[src/rtl/daq_rate_pkg.sv]
// Shared state codes and K28.5 word decode for the DAQ rate-change responder.
// Pure definitions: no latency, no flow control.
package daq_rate_pkg;

    typedef enum logic [2:0] {
        ST_IDLE      = 3'd0,
        ST_SETTLE    = 3'd1,
        ST_RATE_DONE = 3'd2,
        ST_CDV_HUNT  = 3'd3,
        ST_CDV_COUNT = 3'd4,
        ST_CDV_OK    = 3'd5,
        ST_CDV_FAIL  = 3'd6
    } rsp_state_t;

    localparam logic [7:0] K28_5_LSB    = 8'hBC;
    localparam logic [3:0] WORD_CNT_MAX = 4'd15;

    // kchar[1] flags a code violation or disparity error from the PCS.
    function automatic logic good_word(input logic [7:0] data_lsb, input logic [1:0] kchar);
        return !kchar[1] && (!kchar[0] || (data_lsb == K28_5_LSB));
    endfunction

    function automatic logic is_comma(input logic [7:0] data_lsb, input logic [1:0] kchar);
        return kchar[0] && (data_lsb == K28_5_LSB);
    endfunction

endpackage

[src/rtl/cdv_word_checker.sv]
// Comma/good-word decode with good-word and timeout counters; pass/timeout are same-cycle
// decodes of the current word, counters update on the next edge; no backpressure.
module cdv_word_checker
    import daq_rate_pkg::*;
#(
    parameter int CDV_WORDS   = 12,
    parameter int CDV_TIMEOUT = 200
) (
    input  logic        wrd_clk,
    input  logic        clr_cnt_rst,
    input  logic [15:0] rx_data,
    input  logic [1:0]  rx_kchar,
    input  logic        clr,
    input  logic        hunt,
    input  logic        count,
    output logic        pass,
    output logic        timeout,
    output logic        comma_hit,
    output logic        word_bad,
    output logic [3:0]  cnt
);

    localparam logic [3:0] WORDS_TGT = 4'(CDV_WORDS);
    localparam logic [7:0] TMO_LAST  = 8'(CDV_TIMEOUT - 1);

    logic       comma;
    logic       good;
    logic [3:0] cnt_inc;
    logic [7:0] tmo_cnt;
    logic       unused_hi;

    // Only the K28.5 byte lane matters for alignment; the upper byte is payload.
    assign unused_hi = ^rx_data[15:8];

    assign comma     = is_comma(rx_data[7:0], rx_kchar);
    assign good      = good_word(rx_data[7:0], rx_kchar);
    assign cnt_inc   = (cnt == WORD_CNT_MAX) ? cnt : cnt + 4'd1;
    assign comma_hit = hunt && comma;
    assign word_bad  = count && !good;
    assign pass      = (comma_hit && (WORDS_TGT == 4'd1)) ||
                       (count && good && (cnt_inc == WORDS_TGT));
    assign timeout   = (hunt || count) && (tmo_cnt == TMO_LAST);

    always_ff @(posedge wrd_clk or posedge clr_cnt_rst) begin
        if (clr_cnt_rst) begin
            cnt     <= '0;
            tmo_cnt <= '0;
        end else if (clr) begin
            cnt     <= '0;
            tmo_cnt <= '0;
        end else begin
            if (hunt || count) begin
                tmo_cnt <= (tmo_cnt == 8'hFF) ? tmo_cnt : tmo_cnt + 8'd1;
            end
            if (comma_hit) begin
                cnt <= 4'd1;
            end else if (count) begin
                cnt <= good ? cnt_inc : 4'd0;
            end
        end
    end

endmodule

[src/rtl/daq_rate_change_responder.sv]
// GTX-side responder: settles after a rate_sel change, then runs the clock/data-valid check.
// txratedone rises RATE_SETTLE edges after the change; level handshake, no backpressure.
module daq_rate_change_responder
    import daq_rate_pkg::*;
#(
    parameter int RATE_SETTLE = 8,
    parameter int CDV_WORDS   = 12,
    parameter int CDV_TIMEOUT = 200
) (
    input  logic        wrd_clk,
    input  logic        clr_cnt_rst,
    input  logic [1:0]  rate_sel,
    input  logic        cdv_init,
    input  logic        pcsrst,
    input  logic [15:0] rx_data,
    input  logic [1:0]  rx_kchar,
    output logic        txratedone,
    output logic        cdv_done,
    output logic        cdv_fail,
    output logic [1:0]  active_rate,
    output logic [3:0]  word_cnt,
    output logic [2:0]  rsp_state
);

    localparam logic [7:0] SETTLE_LAST = 8'(RATE_SETTLE - 1);

    rsp_state_t state;
    logic [1:0] rate_sel_q;
    logic [7:0] settle_cnt;
    logic       rate_chg;
    logic       in_check;
    logic       chk_clr;
    logic       chk_hunt;
    logic       chk_count;
    logic       pass;
    logic       timeout;
    logic       comma_hit;
    logic       word_bad;

    assign rate_chg  = (rate_sel != rate_sel_q);
    assign in_check  = (state == ST_CDV_HUNT) || (state == ST_CDV_COUNT);
    assign chk_clr   = rate_chg || ((state == ST_RATE_DONE) && cdv_init) || (in_check && pcsrst);
    // Counters advance only when the FSM will honour the word this cycle.
    assign chk_hunt  = !rate_chg && !pcsrst && cdv_init && (state == ST_CDV_HUNT);
    assign chk_count = !rate_chg && !pcsrst && cdv_init && (state == ST_CDV_COUNT);
    assign rsp_state = state;

    cdv_word_checker #(
        .CDV_WORDS   (CDV_WORDS),
        .CDV_TIMEOUT (CDV_TIMEOUT)
    ) u_chk (
        .wrd_clk     (wrd_clk),
        .clr_cnt_rst (clr_cnt_rst),
        .rx_data     (rx_data),
        .rx_kchar    (rx_kchar),
        .clr         (chk_clr),
        .hunt        (chk_hunt),
        .count       (chk_count),
        .pass        (pass),
        .timeout     (timeout),
        .comma_hit   (comma_hit),
        .word_bad    (word_bad),
        .cnt         (word_cnt)
    );

    always_ff @(posedge wrd_clk or posedge clr_cnt_rst) begin
        if (clr_cnt_rst) begin
            state       <= ST_IDLE;
            rate_sel_q  <= '0;
            settle_cnt  <= '0;
            txratedone  <= 1'b0;
            cdv_done    <= 1'b0;
            cdv_fail    <= 1'b0;
            active_rate <= '0;
        end else if (rate_chg) begin
            state      <= ST_SETTLE;
            settle_cnt <= '0;
            txratedone <= 1'b0;
            cdv_done   <= 1'b0;
            cdv_fail   <= 1'b0;
            rate_sel_q <= rate_sel;
        end else begin
            case (state)
                ST_IDLE: ;
                ST_SETTLE: begin
                    settle_cnt <= settle_cnt + 8'd1;
                    if (settle_cnt == SETTLE_LAST) begin
                        state       <= ST_RATE_DONE;
                        active_rate <= rate_sel_q;
                        txratedone  <= 1'b1;
                    end
                end
                ST_RATE_DONE: begin
                    txratedone <= 1'b1;
                    if (cdv_init) state <= ST_CDV_HUNT;
                end
                ST_CDV_HUNT, ST_CDV_COUNT: begin
                    if (pcsrst) begin
                        state <= ST_CDV_HUNT;
                    end else if (!cdv_init) begin
                        state <= ST_RATE_DONE;
                    end else if (pass) begin
                        state      <= ST_CDV_OK;
                        cdv_done   <= 1'b1;
                        txratedone <= 1'b1;
                    end else if (timeout) begin
                        state    <= ST_CDV_FAIL;
                        cdv_fail <= 1'b1;
                    end else if (comma_hit) begin
                        state <= ST_CDV_COUNT;
                    end else if (word_bad) begin
                        state <= ST_CDV_HUNT;
                    end
                end
                ST_CDV_OK: begin
                    if (!cdv_init) begin
                        state      <= ST_IDLE;
                        cdv_done   <= 1'b0;
                        txratedone <= 1'b0;
                    end
                end
                ST_CDV_FAIL: begin
                    if (!cdv_init) begin
                        state    <= ST_RATE_DONE;
                        cdv_fail <= 1'b0;
                    end
                end
                default: state <= ST_IDLE;
            endcase
        end
    end

endmodule

[config.mk]
export PLATFORM = sky130hd
export DESIGN_NAME = daq_rate_change_responder
export DESIGN_NICKNAME = d
export VERILOG_FILES = /design/src/rtl/daq_rate_pkg.sv /design/src/rtl/cdv_word_checker.sv /design/src/rtl/daq_rate_change_responder.sv
export SDC_FILE = /design/constraint.sdc
export NUM_CORES = 1
export LEC_CHECK = 0
export BUFFER_PORTS_ARGS = -buffer_cell sky130_fd_sc_hd__buf_2
export CAP_MARGIN = 20
export CORE_ASPECT_RATIO = 0.5
export CORE_MARGIN = 4
export CORE_UTILIZATION = 25
export CTS_CLUSTER_SIZE = 30
export DETAILED_ROUTE_END_ITERATION = 10
export GPL_ROUTABILITY_DRIVEN = 0
export GPL_TIMING_DRIVEN = 0
export PLACE_DENSITY = 0.51
export SYNTH_ARGS = -nofsm -noshare
export SYNTH_HDL_FRONTEND = slang
export SYNTH_SLANG_ARGS = --single-unit
[constraint.sdc]
create_clock -name wrd_clk -period 2.9 [get_ports wrd_clk]
set_input_delay 0 -clock wrd_clk [delete_from_list [all_inputs] [get_ports wrd_clk]]
set_output_delay 0 -clock wrd_clk [all_outputs]
set_load 0.1 [all_outputs]
# Yosys cells after proc, flatten, opt, wreduce, memory -nomap -nowiden

Cells that the tools add are included.

Register bits after elaboration: 30

$add $sub $neg: 3
Equality and inequality tests: 25
Mux-type cells: 37
Bitwise operators: 1
Reductions and logical operators: 37

Operator list:

| operator              | count |
|---|---|
| $mux W8               | 5 |
| $mux W3               | 11 |
| $ne A3 B3 Y1 const B  | 9 |
| $eq A8 B8 Y1 const B  | 3 |
| $mux W4               | 5 |
| $pmux W3 S6           | 1 |
| $reduce_and A6 Y1     | 3 |
| $add A8 B1 Y8 const B | 2 |
| $logic_and A1 B1 Y1   | 13 |
| $mux W1               | 12 |
| $eq A3 B3 Y1 const B  | 3 |
| $reduce_bool A3 Y1    | 3 |
| $eq A4 B4 Y1 const B  | 2 |
| $eq A8 B3 Y1 const B  | 1 |
| $ne A8 B7 Y1 const B  | 1 |
| $eq A3 B2 Y1 const B  | 2 |
| $logic_not A1 Y1      | 5 |
| $logic_or A1 B1 Y1    | 5 |
| $reduce_and A5 Y1     | 1 |
| $reduce_bool A5 Y1    | 1 |
| $add A4 B1 Y4 const B | 1 |
| $ne A2 B2 Y1 const B  | 2 |
| $pmux W1 S2           | 2 |
| $pmux W1 S4           | 1 |
| 8 further kinds       | 9 |

# Logic depth before layout (Yosys ltp)

Depth after elaboration: 14
Gate-level depth with buffers: 7
Mapped depth without buffers: 6

# Cells and area by module

Synthesis repeated with hierarchy kept, for this count alone.

Cells, all modules: 216
Area total of the unflattened synthesis: 1906.8 um^2

By module, submodules not included:

| module                    | instances | cells each | area an instance (um^2) | seq. area each (um^2) |
|---|---|---|---|---|
| daq_rate_change_responder | 1         | 127        | 1126.1                  | 450.4 |
| cdv_word_checker          | 1         | 89         | 780.7                   | 300.3 |

# Worst setup path after synthesis

No wires, ideal clock.

Path kind: register to register
Start: reg u_chk.cnt[0]
End: reg state[1], in the netlist rsp_state[1]
Setup time: 0.125 ns
Data arrival time: 2.904 ns
Setup slack: -0.129 ns
Cell stages (with the launch flop): 7
Buffers on the path: 0
Clock period less this slack: 3.029 ns
Cell sequence: dfrtp_1 ha_1 or3_1 a2bb2oi_1 a2111oi_4 o31ai_4 mux2_4

Word-level cells in the longest chain between the ends: 9

Ends and longest elaborated chain:

| item                                          | line                             | RTL |
|---|---|---|
| start, declared                               | cdv_word_checker.sv:20           | `output logic [3:0] cnt` |
| start signal, assigned                        | cdv_word_checker.sv:58           | `cnt <= good ? cnt_inc : 4'd0;` |
| $add A4 B1 Y4 or $eq A4 B4 Y1 (tied branches) | cdv_word_checker.sv:37           | `assign cnt_inc = (cnt == WORD_CNT_MAX) ? cnt : cnt + 4'd1;` |
| $mux W4 *                                     | cdv_word_checker.sv:37           |  |
| $eq A4 B4 Y1 *                                | cdv_word_checker.sv:41           | `(count && good && (cnt_inc == WORDS_TGT));` |
| $logic_and A1 B1 Y1 *                         | cdv_word_checker.sv:41           |  |
| $mux W3                                       | daq_rate_change_responder.sv:102 | `end else if (pass) begin` |
| $mux W3                                       | daq_rate_change_responder.sv:100 | `end else if (!cdv_init) begin` |
| $mux W3                                       | daq_rate_change_responder.sv:98  | `if (pcsrst) begin` |
| $pmux W3 S6                                   | daq_rate_change_responder.sv:83  | `case (state)` |
| $mux W3                                       | daq_rate_change_responder.sv:75  | `end else if (rate_chg) begin` |
| end signal, assigned                          | daq_rate_change_responder.sv:76  | `state <= ST_SETTLE;` |
| end signal, assigned                          | daq_rate_change_responder.sv:99  | `state <= ST_CDV_HUNT;` |
| end signal, assigned                          | daq_rate_change_responder.sv:101 | `state <= ST_RATE_DONE;` |
| end, declared                                 | daq_rate_change_responder.sv:27  | `rsp_state_t state;` |

Mark *: on every way between the ends. The rest lies on a longest branch, timed or not.
A chain may end at the register's enable or synchronous reset.

# Final worst setup path

Start: reg u_chk.cnt[0]
End: reg state[2], in the netlist rsp_state[2]

The elaborated chain is that of the path after synthesis.

==> flow_metrics.tcl <==
set metrics [dict create \
    status "finished, final reports clean" \
    drtIter0Drc 96 \
    antenna_found_initial 0 \
    seqCellArea_um2 753 \
    layout-drive-gt1-share_pct 19.6 \
    cts_sinks 30 \
    max_slew_margin_pct 45.2 \
    cts_resized 0 \
    fin_tns_setup_ps 0 \
    p_int_mw 0.867 \
    io_buffers 27 \
    ys_warn_count 0 \
    grt_pass1_vias 1701 \
    peakVddDrop_mv 0.263 \
    pwr-share-seq_pct 35.3 \
    synthCells 206 \
    num_vias 1718 \
    synthFlopType "dfrtp_1" \
    multi_input_area_um2 1140 \
    postLayoutCoreUtil_pct 32.4 \
    postRouteAntennaNets 0 \
    critPathMaxFanout 9 \
    synth_edf_count 0 \
    r2r_cells 6 \
    syn_avg_cell_area_um2 9.48 \
    p_leak_nw 0.958 \
    grt_remaining_overflow 0 \
    post_drt_wl_per_cell_um 13.2 \
    grt_max_degree 17 \
    ios 36 \
    grt_pass1_wl_um 8020 \
    arrival_ps 2730 \
    crit_type "register to register" \
    via_per_inst 4.87 \
    grt_setup_unrepaired "false" \
    min_period_over_period_pct 89.2 \
    fillers 764 \
    cts_setup_buffers 0 \
    routed_wl_um 4670 \
    sw_frac_of_total_pct 35.0 \
    finalCriticalPeriod_ps 2590 \
    drv_cap 0 \
    place_ws_ps 319 \
    finClkSkew_ps 8.37 \
    diodes 0 \
    drt_first_pass_iters 5 \
    cts.clk_slew.worst_paths_ps 50 \
    finalHoldViolCount 0 \
    area_growth_pct 23.9 \
    finalInstanceArea_um2 2420 \
    grt.total_usage_pct 10.3 \
    core-area_um2 7460 \
    synth.distinct_cells 58 \
    synth-seq-cells 30 \
    rows 22 \
    syn_nets 233 \
    slew_viol_final 0 \
    critPathRequiredTime_ps 3050 \
    power_frac_comb_pct 28.3 \
    htreeDepth 2 \
    start_util_pct 26.2 \
    drc 0 \
    p_sw_mw 0.467 \
    power_density_nw_per_um2 552 \
    die-area_um2 9380 \
    netlist_area_um2 1950 \
    nets 271 \
    worst_slack_ps 313 \
    dpl_cell_area_um2 2250 \
    critPathLaunchType "register" \
    hpwl_um 3560 \
    cts-root-buf "clkbuf_16" \
    worstHoldPathCells 4 \
    finalSetupViolCount 0 \
    synth-async-reset-ratio_pct 100 \
    end_kind "register" \
    ctsHoldBuffers 3 \
    die_h_um 70.5 \
    cts_made_buffers 5 \
    insertion_delay_ps 270 \
    yosysSeqAreaShare_pct 38.4 \
    clockBufferDepth 2 \
    hp-class "input pin to register" \
    cts_tree "yes" \
    clkPwrFrac_pct 36.5 \
    die_w_um 133 \
    worst-slew-pin-transition_ps 820 \
    max_freq_ghz 0.387 \
]
==> state kept, by name, summed over array words and instances, names as in the netlist <==
name,flops
settle_cnt,8
u_chk.tmo_cnt,8
cdv_done,1
cdv_fail,1
rsp_state,3
txratedone,1
rate_sel_q,2
u_chk.cnt,4
active_rate,2
==> metal layers <==
layer	GRT usage [%]	routed length, um	vias to the layer above
li1	-	-	855
met1	13.4	2260	832
met2	16.9	2240	27
met3	2.88	146	4
met4	3.23	26	0
met5	0	0	-
==> worst paths after layout <==
path / to / slack [ps] / startpoint
setup reg to reg: rsp_state[2] / 310 / u_chk.cnt[0]
max in group asynchronous: rsp_state[2] / 2010 / clr_cnt_rst
hold / removal: rsp_state[0] / 170 / cdv_init
setup / recovery: rsp_state[2] / 310 / u_chk.cnt[0]
min in group asynchronous: u_chk.tmo_cnt[3] / 380 / clr_cnt_rst
hold reg to reg: active_rate[0] / 500 / active_rate[0]
==> synthesized netlist by cell type (4+ instances only) <==
| cell | number | area share (%) |
|---|---|---|
| nand3b_1 | 4 | 1.5 |
| nand2b_1 | 4 | 1.3 |
| o21ai_0 | 11 | 2.8 |
| xnor2_1 | 8 | 3.6 |
| inv_1 | 8 | 1.5 |
| nand2_1 | 12 | 2.3 |
| nand4_1 | 4 | 1.3 |
| dfrtp_1 | 30 | 38 |
| nor3_1 | 7 | 1.8 |
| nand3_1 | 10 | 2.6 |
| a21oi_1 | 11 | 2.8 |
| clkbuf_1 | 6 | 1.2 |
| nor2b_1 | 5 | 1.6 |
| nor2_1 | 13 | 2.5 |
| xor2_1 | 7 | 3.1 |
| nor4bb_1 | 4 | 2.1 |
| or3_1 | 4 | 1.3 |
==> area by class of cell <==
cell class | instances | share of cell area, %
multi-input combinational | 161 | 47.3
sequential | 30 | 31.1
timing repair buffer | 31 | 7.96
clock buffer | 8 | 5.64
tap | 108 | 5.58
inverter | 8 | 1.24
buffer | 7 | 1.14
==> stage by stage <==
step	power, mW	hold slack [ps]	std cells
2_1_floorplan	0.762	90.7	206
3_3_place_gp	0.846	238	341
3_5_place_dp	0.853	136	342
4_1_cts	1.36	158	353
5_1_grt	1.41	226	353
6_report	1.33	170	353
==> cells by family (layout without fill, tap and decap cells) <==
group / count (synthesis) / in the layout / share of synthesized area, %
xor gates and xnor gates: 15 / 15 / 6.73
muxes: 4 / 4 / 2.43
buffers and inverters: 15 / 54 / 2.95
DFF: 30 / 30 / 38.4
AOI/OAI and AO/OA: 51 / 51 / 19.9
adders and majority gates: 3 / 3 / 1.92
and+or+nand+nor: 88 / 88 / 27.7
==> cell usage in the layout, fill, tap and decap left out, types with 4 or more instances in the layout <==
cell type,count
nand2b_1,4
nor4bb_1,4
clkbuf_16,5
nand2_1,12
clkbuf_1,9
nor2b_1,5
inv_1,8
nand4_1,4
dfrtp_1,28
nor2_1,13
buf_2,28
xnor2_1,8
nand3b_1,4
nor3_1,7
a21oi_1,11
or3_1,4
o21ai_0,11
xor2_1,7
nand3_1,10
==> power groups by stage <==
stage                     Clock [mW]  Sequential [mW]  Combinational (mW)
final                          0.487            0.471               0.377
after global routing           0.518            0.474               0.415
after CTS                      0.505            0.471               0.381
after floorplan                    0            0.580               0.182
after global placement             0            0.477               0.369
after detailed placement           0            0.478               0.375
==> worst max-delay path: stages (launching register included) <==
cell and delay, ps:
dfrtp_2 460, ha_1 360, or3_1 320, a2bb2oi_1 170, a2111oi_4 660, o31ai_4 170, a211o_1 320
Power figures use the tool's default switching activity.
